## src/rtl/rca_rr_sched_if.sv

```systemverilog
// rtl/rca_rr_sched_if.sv - request/response handshake bundle for rca_rr_sched
interface rca_rr_sched_if #(
    parameter int NREQ = 4
) ();
    localparam int IDW = $clog2(NREQ);

    logic [NREQ-1:0]   req_valid;
    logic [4*NREQ-1:0] req_a;
    logic [4*NREQ-1:0] req_b;
    logic [NREQ-1:0]   req_cin;
    logic [NREQ-1:0]   req_ready;
    logic              rsp_valid;
    logic              rsp_ready;
    logic [3:0]        rsp_sum;
    logic              rsp_carry;
    logic [IDW-1:0]    rsp_id;

    modport master (
        output req_valid, req_a, req_b, req_cin, rsp_ready,
        input  req_ready, rsp_valid, rsp_sum, rsp_carry, rsp_id
    );

    modport slave (
        input  req_valid, req_a, req_b, req_cin, rsp_ready,
        output req_ready, rsp_valid, rsp_sum, rsp_carry, rsp_id
    );
endinterface

```

## src/rtl/rca_rr_sched.sv

```systemverilog
// rtl/rca_rr_sched.sv - round-robin scheduler sharing one 4-bit ripple-carry adder slice
// Optional handshake trace: define RCA_RR_SCHED_TRACE_EN.
module rca_rr_sched #(
    parameter int NREQ = 4,
    parameter int IDW  = $clog2(NREQ)
) (
    input  logic           clk,
    input  logic           rst_n,
    rca_rr_sched_if.slave  bus,
    output logic [3:0]     add_a,
    output logic [3:0]     add_b,
    output logic           add_cin,
    input  logic [3:0]     add_sum,
    input  logic           add_carry,
    output logic           busy
);
    typedef enum logic [1:0] {IDLE, EXEC, RESP} state_t;

    state_t         state_q;
    state_t         state_d;
    logic [IDW-1:0] last_gnt;
    logic [IDW-1:0] win_idx;
    logic           win_found;
    logic           accept;
    logic [IDW-1:0] cand;

    // Search starts just past the last grant, so the previous winner ranks last.
    always_comb begin
        win_found = 1'b0;
        win_idx   = '0;
        cand      = '0;
        for (int k = 1; k <= NREQ; k++) begin
            cand = IDW'((int'(last_gnt) + k) % NREQ);
            if (!win_found && bus.req_valid[cand]) begin
                win_found = 1'b1;
                win_idx   = cand;
            end
        end
    end

    assign accept = (state_q == IDLE) && win_found;

    always_ff @(posedge clk or negedge rst_n) begin
        if (!rst_n) begin
            state_q <= IDLE;
        end else begin
            state_q <= state_d;
        end
    end

    always_comb begin
        state_d = state_q;
        case (state_q)
            IDLE:    if (win_found) state_d = EXEC;
            EXEC:    state_d = RESP;
            RESP:    if (bus.rsp_valid && bus.rsp_ready) state_d = IDLE;
            default: state_d = IDLE;
        endcase
    end

    always_comb begin
        bus.req_ready = '0;
        if (rst_n && accept) begin
            bus.req_ready = NREQ'(1) << win_idx;
        end
        busy = (state_q != IDLE);
    end

    always_ff @(posedge clk or negedge rst_n) begin
        if (!rst_n) begin
            add_a         <= '0;
            add_b         <= '0;
            add_cin       <= 1'b0;
            bus.rsp_valid <= 1'b0;
            bus.rsp_sum   <= '0;
            bus.rsp_carry <= 1'b0;
            bus.rsp_id    <= '0;
            last_gnt      <= IDW'(NREQ - 1);
        end else begin
            if (accept) begin
                add_a      <= bus.req_a[{win_idx, 2'b00} +: 4];
                add_b      <= bus.req_b[{win_idx, 2'b00} +: 4];
                add_cin    <= bus.req_cin[win_idx];
                bus.rsp_id <= win_idx;
                last_gnt   <= win_idx;
            end
            if (state_q == EXEC) begin
                bus.rsp_sum   <= add_sum;
                bus.rsp_carry <= add_carry;
                bus.rsp_valid <= 1'b1;
            end
            if (state_q == RESP && bus.rsp_ready) begin
                bus.rsp_valid <= 1'b0;
            end
        end
    end

`ifdef RCA_RR_SCHED_TRACE_EN
    always @(posedge clk) begin
        if (rst_n && accept) begin
            $display("[%0t] [RCA_RR_SCHED] grant id=%0d a=%0d b=%0d cin=%0d", $time, win_idx,
                     bus.req_a[{win_idx, 2'b00} +: 4], bus.req_b[{win_idx, 2'b00} +: 4],
                     bus.req_cin[win_idx]);
        end
        if (rst_n && bus.rsp_valid && bus.rsp_ready) begin
            $display("[%0t] [RCA_RR_SCHED] response id=%0d sum=%0d carry=%0d", $time, bus.rsp_id,
                     bus.rsp_sum, bus.rsp_carry);
        end
    end
`else
`endif
endmodule
```

## src/flat_wrapper.sv

```systemverilog
// flat-port wrapper written by rule: the top's interface ports become plain ports
module rca_rr_sched_flat 
#(
    parameter int NREQ = 4,
    parameter int IDW  = $clog2(NREQ)
)
  (clk, rst_n, add_a, add_b, add_cin, add_sum, add_carry, busy, bus_req_valid, bus_req_a, bus_req_b, bus_req_cin, bus_rsp_ready, bus_req_ready, bus_rsp_valid, bus_rsp_sum, bus_rsp_carry, bus_rsp_id);
  rca_rr_sched_if #(.NREQ(NREQ)) bus_i ();
  input  logic clk;
  input  logic rst_n;
  output logic [3:0] add_a;
  output logic [3:0] add_b;
  output logic add_cin;
  input  logic [3:0] add_sum;
  input  logic add_carry;
  output logic busy;
  input wire logic [$bits(bus_i.req_valid)-1:0] bus_req_valid;
  input wire logic [$bits(bus_i.req_a)-1:0] bus_req_a;
  input wire logic [$bits(bus_i.req_b)-1:0] bus_req_b;
  input wire logic [$bits(bus_i.req_cin)-1:0] bus_req_cin;
  input wire logic [$bits(bus_i.rsp_ready)-1:0] bus_rsp_ready;
  output wire logic [$bits(bus_i.req_ready)-1:0] bus_req_ready;
  output wire logic [$bits(bus_i.rsp_valid)-1:0] bus_rsp_valid;
  output wire logic [$bits(bus_i.rsp_sum)-1:0] bus_rsp_sum;
  output wire logic [$bits(bus_i.rsp_carry)-1:0] bus_rsp_carry;
  output wire logic [$bits(bus_i.rsp_id)-1:0] bus_rsp_id;
  assign bus_i.req_valid = bus_req_valid;
  assign bus_i.req_a = bus_req_a;
  assign bus_i.req_b = bus_req_b;
  assign bus_i.req_cin = bus_req_cin;
  assign bus_i.rsp_ready = bus_rsp_ready;
  assign bus_req_ready = bus_i.req_ready;
  assign bus_rsp_valid = bus_i.rsp_valid;
  assign bus_rsp_sum = bus_i.rsp_sum;
  assign bus_rsp_carry = bus_i.rsp_carry;
  assign bus_rsp_id = bus_i.rsp_id;
  rca_rr_sched #(.NREQ(NREQ), .IDW(IDW)) u_core (.clk(clk), .rst_n(rst_n), .bus(bus_i), .add_a(add_a), .add_b(add_b), .add_cin(add_cin), .add_sum(add_sum), .add_carry(add_carry), .busy(busy));
endmodule
```

## config.mk

```make
export PLATFORM = sky130hd
export DESIGN_NAME = rca_rr_sched_flat
export DESIGN_NICKNAME = d
export VERILOG_FILES = /design/src/rtl/rca_rr_sched_if.sv /design/src/rtl/rca_rr_sched.sv /design/src/flat_wrapper.sv
export SDC_FILE = /design/constraint.sdc
export NUM_CORES = 1
export LEC_CHECK = 0
export ABC_AREA = 1
export BUFFER_PORTS_ARGS = -buffer_cell sky130_fd_sc_hd__buf_4
export CORE_MARGIN = 8
export CORE_UTILIZATION = 30
export DETAILED_ROUTE_END_ITERATION = 8
export PLACE_DENSITY_LB_ADDON = 0.08
export SLEW_MARGIN = 25
export SYNTH_ARGS = -nofsm -noshare
export SYNTH_HDL_FRONTEND = slang
export SYNTH_SLANG_ARGS = --single-unit
```

## constraint.sdc

```tcl
create_clock -name clk -period 3.3 [get_ports clk]
set_input_delay 0.495 -clock clk [delete_from_list [all_inputs] [get_ports clk]]
set_output_delay 0.495 -clock clk [all_outputs]
set_load 0.1 [all_outputs]
```

# After elaboration in Yosys (flattened, before gate mapping)
# Index checks and enable logic that the tools add are counted.
dict set report totals {
  ff_bits 21
  elab_cells 63
}
dict set report classes {
  addsub 4
  magnitude_cmp 5
  eq_ne 4
  shifts 3
  muxes 24
  n_reduce_logical 14
}
# op count
set ops {}
lappend ops {{$shiftx A16 B5 Y4} 2}
lappend ops {{$lt A2 B3 Y1 const B} 5}
lappend ops {{$mux W2} 6}
lappend ops {{$mux W1} 11}
lappend ops {{$bmux W1 S2} 5}
lappend ops {{$logic_and A1 B1 Y1} 7}
lappend ops {{$pmux W2 S3} 1}
lappend ops {{$add A2 B1 Y2 const B} 2}
lappend ops {{$add A2 B2 Y2 const B} 2}
lappend ops {{$mux W4} 1}
lappend ops {{$ne A2 B1 Y1 const B} 2}
lappend ops {{$reduce_bool A2 Y1} 2}
lappend ops {{$shl A1 B2 Y4 const A} 1}
lappend ops {{$logic_not A1 Y1} 3}
lappend ops {{$eq A2 B1 Y1 const B} 1}
lappend ops {{$eq A2 B2 Y1 const B} 1}
lappend ops {{$logic_not A2 Y1} 1}
lappend ops {{$reduce_and A2 Y1} 1}

# Logic depth before layout (Yosys ltp)
dict set report logic_depth {
  depth_word 16
  ltp_mapped 17
  ltp_nobuf 15
}

# Worst setup path before layout
# No wires, ideal clock.
dict set report synth_timing {
  kind {reg-to-output}
  from {register u_core.last_gnt[0]}
  to {output port bus_req_ready[3]}
  arrival_time_ps 3517
  t_required_ps 2805
  setup_slack_ps -712
  path_stages_with_launch 13
  n_path_buf 2
  path_cell_list {dfstp_2 > buf_6 > inv_4 > nand2_1 > nand2_1 > nand2_1 > nand2_2 > inv_2 > nand2_2 > nand2_4 > nand3_2 > buf_6 > nor3_1}
}
dict set report synth_between {
  elab_chain_cells 16
  word_cells_on_any_way 30
  classes_between {add/sub (4); shift (1); mux (17); reduce/logical (8)}
}
# item line
set synth_rtl {}
lappend synth_rtl {{from (decl)} rca_rr_sched.sv:21} ;# logic [IDW-1:0] last_gnt;
lappend synth_rtl {{from (signal assigned)} rca_rr_sched.sv:78} ;# last_gnt <= IDW'(NREQ - 1);
lappend synth_rtl {{from (signal assigned)} rca_rr_sched.sv:85} ;# last_gnt <= win_idx;
lappend synth_rtl {{$add A2 B1 Y2} rca_rr_sched.sv:33} ;# cand = IDW'((int'(last_gnt) + k) % NREQ);
lappend synth_rtl {{$bmux W1 S2} rca_rr_sched.sv:34} ;# if (!win_found && bus.req_valid[cand]) begin
lappend synth_rtl {{$mux W1 (implied by the code)} rca_rr_sched.sv:34}
lappend synth_rtl {{$mux W1} rca_rr_sched.sv:34}
lappend synth_rtl {{$logic_not A1 Y1} rca_rr_sched.sv:34}
lappend synth_rtl {{$logic_and A1 B1 Y1} rca_rr_sched.sv:34}
lappend synth_rtl {{$mux W1} rca_rr_sched.sv:34}
lappend synth_rtl {{$logic_not A1 Y1} rca_rr_sched.sv:34}
lappend synth_rtl {{$logic_and A1 B1 Y1} rca_rr_sched.sv:34}
lappend synth_rtl {{$mux W1} rca_rr_sched.sv:34}
lappend synth_rtl {{$logic_not A1 Y1} rca_rr_sched.sv:34}
lappend synth_rtl {{$logic_and A1 B1 Y1} rca_rr_sched.sv:34}
lappend synth_rtl {{$mux W1} rca_rr_sched.sv:34}
lappend synth_rtl {{$logic_and A1 B1 Y1} rca_rr_sched.sv:41} ;# assign accept = (state_q == IDLE) && win_found;
lappend synth_rtl {{$logic_and A1 B1 Y1} rca_rr_sched.sv:63} ;# if (rst_n && accept) begin
lappend synth_rtl {{$mux W4 (*)} rca_rr_sched.sv:63}
lappend synth_rtl {{to (decl)} flat_wrapper.sv:22} ;# output wire logic [$bits(bus_i.req_ready)-1:0] bus_req_ready;
# Every way passes the cells marked *; elsewhere a longest branch is shown, timed or not. The select of a mux whose other input is x is not followed.

# Final worst setup path
dict set report layout_timing {
  from {register u_core.last_gnt[0]}
  to {output port bus_req_ready[2]}
}
# Same word-level chain as after synthesis.

==> impl_metrics.ini <==
[status]
status = completed

[critical_path]
end_kind = output port
path_depth = 11
reg2reg_from = u_core.last_gnt[0]
cp_slowest_cell = dfstp_2
r2r_end = u_core.add_a[3]
critPathMaxFanout = 15
critPathMaxStageDelay_ns = 0.65
crit_type = reg2out
cp_top_family = simple AND/OR/NAND/NOR gates
path_cells = nand2_1 -> nand2_2 -> nand2_1 -> nand2_2 -> inv_2 -> nand3_2 -> nand2_2 -> inv_2 -> nand2_1 -> nor3_1 -> buf_4
path_buf_inv = 3
rr_worst_depth = 16
r2r_slack_ns = 1.06
critPathLaunchType = register
arrival_ns = 2.54
cp.required_ns = 2.80

[timing]
finalCritPeriodShare_pct = 92.0
fin_hold_ws_ns = 0.113
setup_viol = 0
fin_tns_setup_ns = 0
worst_pin_slew_ns = 0.434
rsz0062_at_grt = no
clock.fmax_mhz = 329
finalHoldViolCount = 0
setup_ws_ns = 0.264
period_minus_slack_ns = 3.04
slew_headroom_pct = 70.9
fin_worst_skew_ns = 0.00187
maxSlewViolCount = 0

[cts]
cts_max_level = 1
clock_sinks = 21
clock_latency_ns = 0.25
path_clk_slew_ns = 0.07
cts_tree = yes
cts_root_buf = clkbuf_8
cts_buffer_depth = 2
numCtsBuffers = 3

[yosys]
ys_types = 22
yosysSeqAreaShare_pct = 34.6
synth_top_area_share_pct = 34.2
synth_area_mm2 = 0.00153
syn_nets = 285
ys_top_cells_by_area = nand2_1 34%, dfrtp_1 31%, nand4_1 7.4%
syn_area_per_cell_um2 = 6.44
synth_seq_cells = 21
ys_warn_count = 0
synthCells = 237
yosys.area.top_type = nand2_1

[power]
p_leak_nw = 1.22
power.density_mw_per_mm2 = 256
vdd_drop_max_uv = 246
total_power_mw = 0.542

[grt]
grt_pass1_vias = 1582
antenna_found_initial = 0
grt_overflow_total = 0
grt_util_all_layers_pct = 12.2
grt_max_degree = 23
grt_pass1_wl_um = 7490

[layout]
ff_latch_area_um2 = 528
final_common_cell = nand2_1
antenna_cells = 0
stdcell_area_mm2 = 0.00212
nets = 350
syn_to_final_growth_pct = 39.0
final_cell_mix = 139 x nand2_1, 70 x buf_4, 19 x dfrtp_1, 18 x nand4_1, 8 x nand2_2
multi_input_area_um2 = 870
fillers = 554
drive_above_1_share_pct = 33.2

[route]
drt_iter0_drc = 69
routedWlPerCell_um = 12.5
route.final.wire_length_um = 4650
drc = 0
drtPass1Iterations = 4
vias = 1627
avgViaCountPerCell = 4.39
ant_nets = 0

[job]
cap_violations = 0

[place]
dp_hpwl_um = 3690
place_congestion = 0.788
port_buffers = 69
pre_cts_ws_ns = 0.430
placed_area_mm2 = 0.00206

[die]
die_x_um = 87.3
core_mm2 = 0.00501
die-height_um = 87.3
rows = 26
start_util_pct = 30.5
die_area_mm2 = 0.00763
ios = 70

[min_path]
hp-class = in2async
[synth_stat cells (all sizes together)]
| cell | number |
|---|---|
| nand2 | 149 |
| dfrtp | 19 |
| nand4 | 18 |
| inv | 14 |
| buf | 10 |
| nand3 | 10 |
| nor2 | 5 |
| nor3 | 4 |
| o21ai | 4 |
| dfstp | 2 |
| a31oi | 1 |
| clkbuf | 1 |
[report_power, final]
group	switching (mW)	total (mW)	internal, mW
combinational	0.0624	0.122	0.0598
clock	0.0771	0.163	0.0857
sequential	0	0.257	0.257
total	0.140	0.542	0.403
[routing by layer]
layer | routed length (µm) | global-route usage [%] | part of all wire, % | vias to the layer above
met5 | 0 | 0 | 0 | -
met4 | 25 | 1.41 | 0.54 | 0
met3 | 314 | 3.96 | 6.8 | 2
met2 | 2100 | 19.6 | 45 | 39
met1 | 2210 | 15.9 | 48 | 708
li1 | - | - | - | 878
[flip-flops by register name (all words and copies together) (netlist names), 2 cells and up]
register / cells
u_core.add_a: 4
u_core.add_b: 4
u_core.bus.rsp_id: 2
u_core.bus.rsp_sum: 4
u_core.last_gnt: 2
u_core.state_q: 2
[timing repair]
| item | CTS | global route |
|---|---|---|
| endpoints found under the setup margin | 0 | 3 |
| gates resized for setup | 0 | 3 |
| buffers inserted | 0 | 0 |
| hold buffers | 0 | 0 |
[worst max-delay path by stage]
| stage | start | to |
|---|---|---|
| after CTS | u_core.last_gnt[0] | bus_req_ready[1] |
| final | u_core.last_gnt[0] | bus_req_ready[2] |
| after global routing | u_core.last_gnt[0] | bus_req_ready[2] |
| after global placement | u_core.last_gnt[0] | bus_req_ready[1] |
| after floorplan | u_core.last_gnt[0] | bus_req_ready[3] |
| after detailed placement | u_core.last_gnt[0] | bus_req_ready[1] |
[logic make-up (layout without fill, tap and decap cells)]
kind of cell	Yosys count	after routing	synth area share (%)
simple gates	186	186	54.3
flops	21	21	34.6
buf+inv	25	89	9.43
compound gates	5	5	1.72
[layout make-up]
type	instances	area share (%)
multi-input cells	191	41.0
well taps	70	4.13
repair buffers	71	25.3
clock buffers	4	2.12
inverters	14	2.59
flip-flops and latches	21	24.9
[stage by stage]
stage / util (%) / instances
after detailed placement: 41.2 / 367
final: 42.4 / 371
after floorplan: - / 237
after CTS: 42.1 / 371
after global placement: 41.2 / 367
after global routing: 42.4 / 371
No activity file was read; power rests on OpenSTA's default activity.
